$ cat config.mk
export PLATFORM = sky130hd
export DESIGN_NAME = accumulate_driver
export DESIGN_NICKNAME = d
export VERILOG_FILES = /design/src/rtl/accumulate_driver.sv
export SDC_FILE = /design/constraint.sdc
export NUM_CORES = 1
export LEC_CHECK = 0
export ABC_AREA = 0
export BUFFER_PORTS_ARGS = -buffer_cell sky130_fd_sc_hd__buf_2
export CAP_MARGIN = 20
export CORE_AREA = 2 2 207 209
export DETAILED_ROUTE_END_ITERATION = 6
export DIE_AREA = 0 0 209 211
export GPL_ROUTABILITY_DRIVEN = 0
export HOLD_SLACK_MARGIN = 0.08
export PLACE_DENSITY_LB_ADDON = 0.2
export SYNTH_ARGS = -nofsm -noshare
export SYNTH_HDL_FRONTEND = slang
export SYNTH_SLANG_ARGS = --single-unit
$ cat constraint.sdc
create_clock -name clk -period 8 [get_ports clk]
set_input_delay 1.2 -clock clk [delete_from_list [all_inputs] [get_ports clk]]
set_output_delay 1.2 -clock clk [all_outputs]
set_load 0.02 [all_outputs]
$ cat src/rtl/accumulate_driver.sv
// accumulate_driver: streams words into the accumulate kernel's array, launches it and returns its result.
module accumulate_driver #(
  parameter int DATA_W  = 64,
  parameter int ADDR_W  = 10,
  parameter int DEPTH   = 1000,
  parameter int TIMEOUT = 65536
) (
  input  logic              clk,
  input  logic              rst_n,
  input  logic              s_valid,
  output logic              s_ready,
  input  logic [DATA_W-1:0] s_data,
  input  logic              s_last,
  input  logic              run_only,
  input  logic [DATA_W-1:0] cfg_init_i,
  input  logic [DATA_W-1:0] cfg_init_acc,
  output logic              m_valid,
  input  logic              m_ready,
  output logic [DATA_W-1:0] m_result,
  output logic              err_timeout,
  output logic              err_overflow,
  output logic              busy,
  output logic              controlArr,
  output logic              controlArrWEnable_a,
  output logic [ADDR_W-1:0] controlArrAddr_a,
  output logic [DATA_W-1:0] controlArrWData_a,
  output logic              r_enable,
  output logic [DATA_W-1:0] init_i,
  output logic [DATA_W-1:0] init_acc,
  input  logic              w_enable,
  input  logic [DATA_W-1:0] result
);
  typedef enum logic [2:0] {IDLE, LOAD, DRAIN, START, RUN, OUT} state_t;
  state_t            state_q;
  logic [ADDR_W-1:0] addr_q;
  logic [31:0]       tmo_q, tmo_d;
  logic [DATA_W-1:0] init_i_q, init_acc_q, m_result_q;
  logic              err_tmo_q, err_ovf_q, in_load;
  assign in_load             = state_q == LOAD;
  assign tmo_d               = tmo_q + 32'd1;
  assign s_ready             = in_load | (state_q == DRAIN);
  assign controlArr          = in_load;
  assign controlArrWEnable_a = in_load & s_valid;
  assign controlArrAddr_a    = in_load ? addr_q : '0;
  assign controlArrWData_a   = in_load ? s_data : '0;
  assign r_enable            = state_q == START;
  assign m_valid             = state_q == OUT;
  assign busy                = state_q != IDLE;
  assign init_i              = init_i_q;
  assign init_acc            = init_acc_q;
  assign m_result            = m_result_q;
  assign err_timeout         = err_tmo_q;
  assign err_overflow        = err_ovf_q;
  always_ff @(posedge clk or negedge rst_n) begin
    if (!rst_n) begin
      state_q    <= IDLE;
      addr_q     <= '0;
      tmo_q      <= '0;
      init_i_q   <= '0;
      init_acc_q <= '0;
      m_result_q <= '0;
      err_tmo_q  <= 1'b0;
      err_ovf_q  <= 1'b0;
    end else begin
      case (state_q)
        IDLE: if (s_valid || run_only) begin
          state_q    <= s_valid ? LOAD : START;
          init_i_q   <= cfg_init_i;
          init_acc_q <= cfg_init_acc;
          addr_q     <= '0;
          err_tmo_q  <= 1'b0;
          err_ovf_q  <= 1'b0;
        end
        LOAD: if (s_valid) begin
          addr_q <= addr_q + 1'b1;
          if (s_last) state_q <= START;
          else if (addr_q == ADDR_W'(DEPTH - 1)) begin
            state_q   <= DRAIN;
            err_ovf_q <= 1'b1;
          end
        end
        DRAIN: if (s_valid && s_last) state_q <= START;
        START: begin
          tmo_q   <= '0;
          state_q <= RUN;
        end
        RUN: begin
          // a finishing kernel beats a timeout landing in the same cycle
          if (w_enable) begin
            m_result_q <= result;
            state_q    <= OUT;
          end else if (tmo_d == 32'(TIMEOUT - 1)) begin
            m_result_q <= '0;
            err_tmo_q  <= 1'b1;
            state_q    <= OUT;
          end else tmo_q <= tmo_d;
        end
        OUT: if (m_ready) state_q <= IDLE;
        default: state_q <= IDLE;
      endcase
    end
  end
endmodule
==> Word level (Yosys, flattened, before mapping) <==
Cells that the tools add are included.
{ "op_classes": {"addsub": 2, "bitwise_logic": 2, "n_eq_ne": 18, "n_reduce_logical": 15, "n_mux": 28} }
{ "op_table": {"columns": ["operator", "count"], "rows": [
  ["$mux W64", 3],
  ["$mux W32", 2],
  ["$pmux W32 S2", 1],
  ["$add A32 B1 Y32 const B", 1],
  ["$eq A32 B16 Y1 const B", 1],
  ["$mux W10", 3],
  ["$mux W3", 8],
  ["$pmux W10 S2", 1],
  ["$pmux W3 S6", 1],
  ["$ne A2 B2 Y1 const B", 6],
  ["$add A10 B1 Y10 const B", 1],
  ["$eq A10 B10 Y1 const B", 1],
  ["$reduce_bool A2 Y1", 4],
  ["$eq A3 B2 Y1 const B", 2],
  ["$eq A3 B3 Y1 const B", 2],
  ["$mux W1", 6],
  ["$ne A2 B1 Y1 const B", 3],
  ["$reduce_and A3 Y1", 2],
  ["$reduce_and A6 Y1", 1],
  ["$reduce_and A5 Y1", 1],
  ["$pmux W1 S2", 2],
  ["$reduce_and A2 Y1", 2],
  ["$reduce_and A4 Y1", 1],
  ["$eq A3 B1 Y1 const B", 1],
  ["9 further kinds", 9]
]} }
{ "totals": {"reg_bits": 239, "word_cells": 73, "output_inout_bits": 274} }

==> Longest topological paths before layout <==
{ "depth": {"ltp_word": 5, "depth_mapped": 12, "mapped_depth_nobuf": 9} }

==> Least setup slack after synthesis <==
Ideal clock, no wire load.
{ "synth_timing": {"kind": "reg2reg", "from": "register tmo_q[1]", "to": "register tmo_q[11]", "slack_ns": 4.718, "path_buffers": 1, "stages_incl_launch_ff": 11, "arrival_ns": 3.158, "setup_time_ns": 0.124, "required_ns": 7.876, "path_cell_list": "dfrtp_1 > ha_1 > nand3_1 > nor4_1 > nand3_1 > xnor2_1 > or4_4 > nor4_4 > buf_2 > nor2_1 > a211o_1"} }
{ "synth_via": {"elab_chain_len": 4} }
{ "synth_lines": {"columns": ["item", "line_no", "source"], "rows": [
  ["from (decl)", "36", "logic [31:0] tmo_q, tmo_d;"],
  ["from (signal assigned)", "96", "end else tmo_q <= tmo_d;"],
  ["$add A32 B1 Y32 (*)", "40", "assign tmo_d = tmo_q + 32'd1;"],
  ["$eq A32 B16 Y1 or $mux W32 (tied branches)", "92", "end else if (tmo_d == 32'(TIMEOUT - 1)) begin"],
  ["$ne A2 B2 Y1 (no line) or $mux W32 (tied branches)", null, null],
  ["$reduce_and A3 Y1 (no line) or $pmux W32 S2 (tied branches)", null, null]
]} }
Mark *: on every way between the ends. The rest lies on a longest branch, timed or not. The select of a mux whose other input is x is not followed.
A chain may end at the register's enable or synchronous reset.

==> Worst setup path after layout <==
{ "layout_timing": {"from": "register tmo_q[0]", "to": "register tmo_q[0]"} }
Same word-level chain as after synthesis.

==> flow_summary.ini <==
[routing]
drt_iter0_markers = 692
firstDrtPassIters = 5
wl_microns = 42500
avgRoutedWirePerCell_microns = 19.0
drc = 0
viasPerCell = 4.55
ant_nets = 0
vias = 10200

[placed_design]
place_hpwl_microns = 31600
io_buffers = 536

[synthesis]
synthArstFlopShare_pct = 100
yosysWarnings = 0
netlist_instances = 1163
yosysTopAreaCell = dfrtp_1
synth_edf_count = 0
synth_seq_cells = 239
netlist.area_leader.share_pct = 55.4
synth.net_count = 1429
syn_avg_cell_area_sq_um = 9.28
yosys-top-cells-area = dfrtp_1, nand2_1, a22o_1, and2_1, clkbuf_1
ys_seq_area_share_pct = 55.4
synth.distinct_cells = 62
ys.flop_type = dfrtp_1
syn_area_sq_mm = 0.0108

[floorplan]
initial_core_util_pct = 25.8
die_h_microns = 211
ios = 537
rows = 75
coreArea_sq_mm = 0.0418
die_area_sq_mm = 0.0441
die_x_microns = 209

[global_route]
first_global_vias = 10100
grt_overflow = 0
grt_pass1_wl_microns = 62700
grt_max_degree = 104
grt_usage_pct = 18.5
antenna_found_initial = 25

[setup_path]
worst_ep_arrival_time_ns = 4.75
critPathMaxFanout = 29
slowest_stage = a21oi_4
cp_top_family = simple AND/OR/NAND/NOR gates
startpoint_type = register
critPathCaptureType = register
r2r_start = tmo_q[0]
path_cells = ha_1 -> nand3_1 -> nor4_1 -> nand3_1 -> xnor2_1 -> or4_4 -> or4_4 -> a21oi_4 -> mux2_2
critPathRequiredTime_ns = 8.49
cp.buffers_inverters = 0
path_class = register to register
startpoint = tmo_q[0]
slowest_delay_ns = 0.72

[sta]
fin_setup_tns_ns = 0
fmax_mhz = 235
slew_headroom_pct = 30.3
drv_slew = 0
period_minus_slack_ns = 4.26
hold_slack_ns = 0.467
finalSetupViolCount = 0
hold_viol = 0
tightest_slew_ns = 1.05
min_period_over_period_pct = 53.2
finalClockSkew_ns = 0.0133
rsz0062_at_grt = no

[clock_network]
cts_resized = 0
clock_latency_ns = 0.57
clk_root_buffer_cell = clkbuf_16
cts_tree = yes
cts_hold_buf = 0
clock-sinks = 239
cts_setup_buffers = 0
path_clk_slew_ns = 0.06
htreeDepth = 1
clockBufferDepth = 3
cts_buffers = 30

[power]
clock_power_share_pct = 24.0
p_seq_share_pct = 33.8
combPwrFrac_pct = 42.1
swShare_pct = 42.5
vdd_drop_max_uv = 202
intPower_w = 0.00334
switching_power_w = 0.00247
cellLeakagePower_nw = 8.34
pwr_density_cell_mw_per_mm2 = 388

[cells_and_area]
multi_input_area_sq_mm = 0.00445
n_fill_cell = 4396
nets = 1929
area_growth_pct = 38.8
final_cell_mix = buf_2, nand2_1, dfrtp_1, and2_1, a22o_1
seqCellArea_sq_mm = 0.00598
drive_gt1_share_pct = 36.8
final_common_cell = buf_2

[run_status]
outcome = finished clean

[run]
maxCapViolations = 0

[min_path]
hold_path_class = register to register
min_from = init_acc[63]
[kinds of logic after synthesis]
logic type | after synthesis | synth area share (%)
flops | 239 | 55.4
buf+inv | 90 | 3.49
fa+ha+maj | 3 | 0.348
xor+xnor | 15 | 1.29
compound gates | 143 | 10.6
mux | 7 | 0.673
simple gates | 666 | 28.2
[worst reg2reg max path: stages, from the launching register on]
cell and delay (ns):
dfrtp_1 0.50, ha_1 0.36, nand3_1 0.28, nor4_1 0.56, nand3_1 0.22, xnor2_1 0.18
or4_4 0.53, or4_4 0.53, a21oi_4 0.72, mux2_2 0.30
[stage by stage]
step	setup slack (ns)	cells	power, W	util, %	instance area, sq um
global placement	3.81	2170	0.00444	33.3	13900
global route	3.39	2232	0.00620	35.9	15000
finish	3.74	2233	0.00582	35.9	15000
floorplan	4.72	1163	0.00346	-	10800
CTS	3.68	2224	0.00591	35.8	15000
detailed placement	3.69	2170	0.00447	33.3	13900
[layer usage]
layer / vias to the layer above / global-route usage (%) / part of all wire (%)
li1: 4888 / - / -
met1: 4754 / 20.6 / 37
met2: 416 / 31.3 / 49
met3: 99 / 6.62 / 9.0
met4: 8 / 9.24 / 4.4
met5: - / 0 / 0.13
[Yosys cell counts, drive strengths merged (2+ instances only)]
cell type    n
a31oi        4
o311ai       2
or4          4
xnor2        9
nand4       13
nor4         7
o31ai        6
nor4b        2
a21oi       13
a22o        65
xor2         6
nor2        35
a211o       16
nor3b        2
a311oi       2
dfrtp      239
inv         10
clkbuf      62
mux2         2
or3          9
nand4b       4
a21o         9
or2          5
buf         18
nand2      422
o22ai        2
a211oi       2
and3        14
and2        76
nand3       36
nand2b       5
o21ai       13
nor3        29
ha           3
mux2i        5
[power by group through the flow]
stage / logic, W / registers (W) / clock network (W)
5_1_grt: 0.00268 / 0.00203 / 0.00149
2_1_floorplan: 0.000949 / 0.00252 / 0
3_5_place_dp: 0.00250 / 0.00197 / 0
3_3_place_gp: 0.00248 / 0.00197 / 0
6_report: 0.00245 / 0.00197 / 0.00140
4_1_cts: 0.00250 / 0.00197 / 0.00144
[state kept, by name, summed over array words and instances, names as in the netlist]
signal and cells:
init_acc 64, err_overflow 1, init_i 64, m_result 64, tmo_q 32, state_q 3
err_timeout 1, addr_q 10
[layout make-up]
| cell class | count | share of cell area (%) |
|---|---|---|
| diodes | 9 | 0.150 |
| clock buffers | 43 | 5.87 |
| clock inverters | 11 | 0.978 |
| inverters | 10 | 0.251 |
| multi-input cells | 834 | 29.7 |
| flip-flops and latches | 239 | 39.9 |
| well taps | 539 | 4.50 |
| repair buffers | 548 | 18.6 |
[final timing paths]
kind                           endpoint  slack (ns)  cells after the start
hold / removal             init_acc[63]        0.47                      2
setup reg to reg               tmo_q[0]        3.74                      9
hold reg to reg            init_acc[63]        0.47                      2
setup / recovery               tmo_q[0]        3.74                      9
max in group asynchronous  init_acc[12]        5.76                      2
min in group asynchronous    init_i[58]        0.61                      1
(Power assumes the default switching activity.)
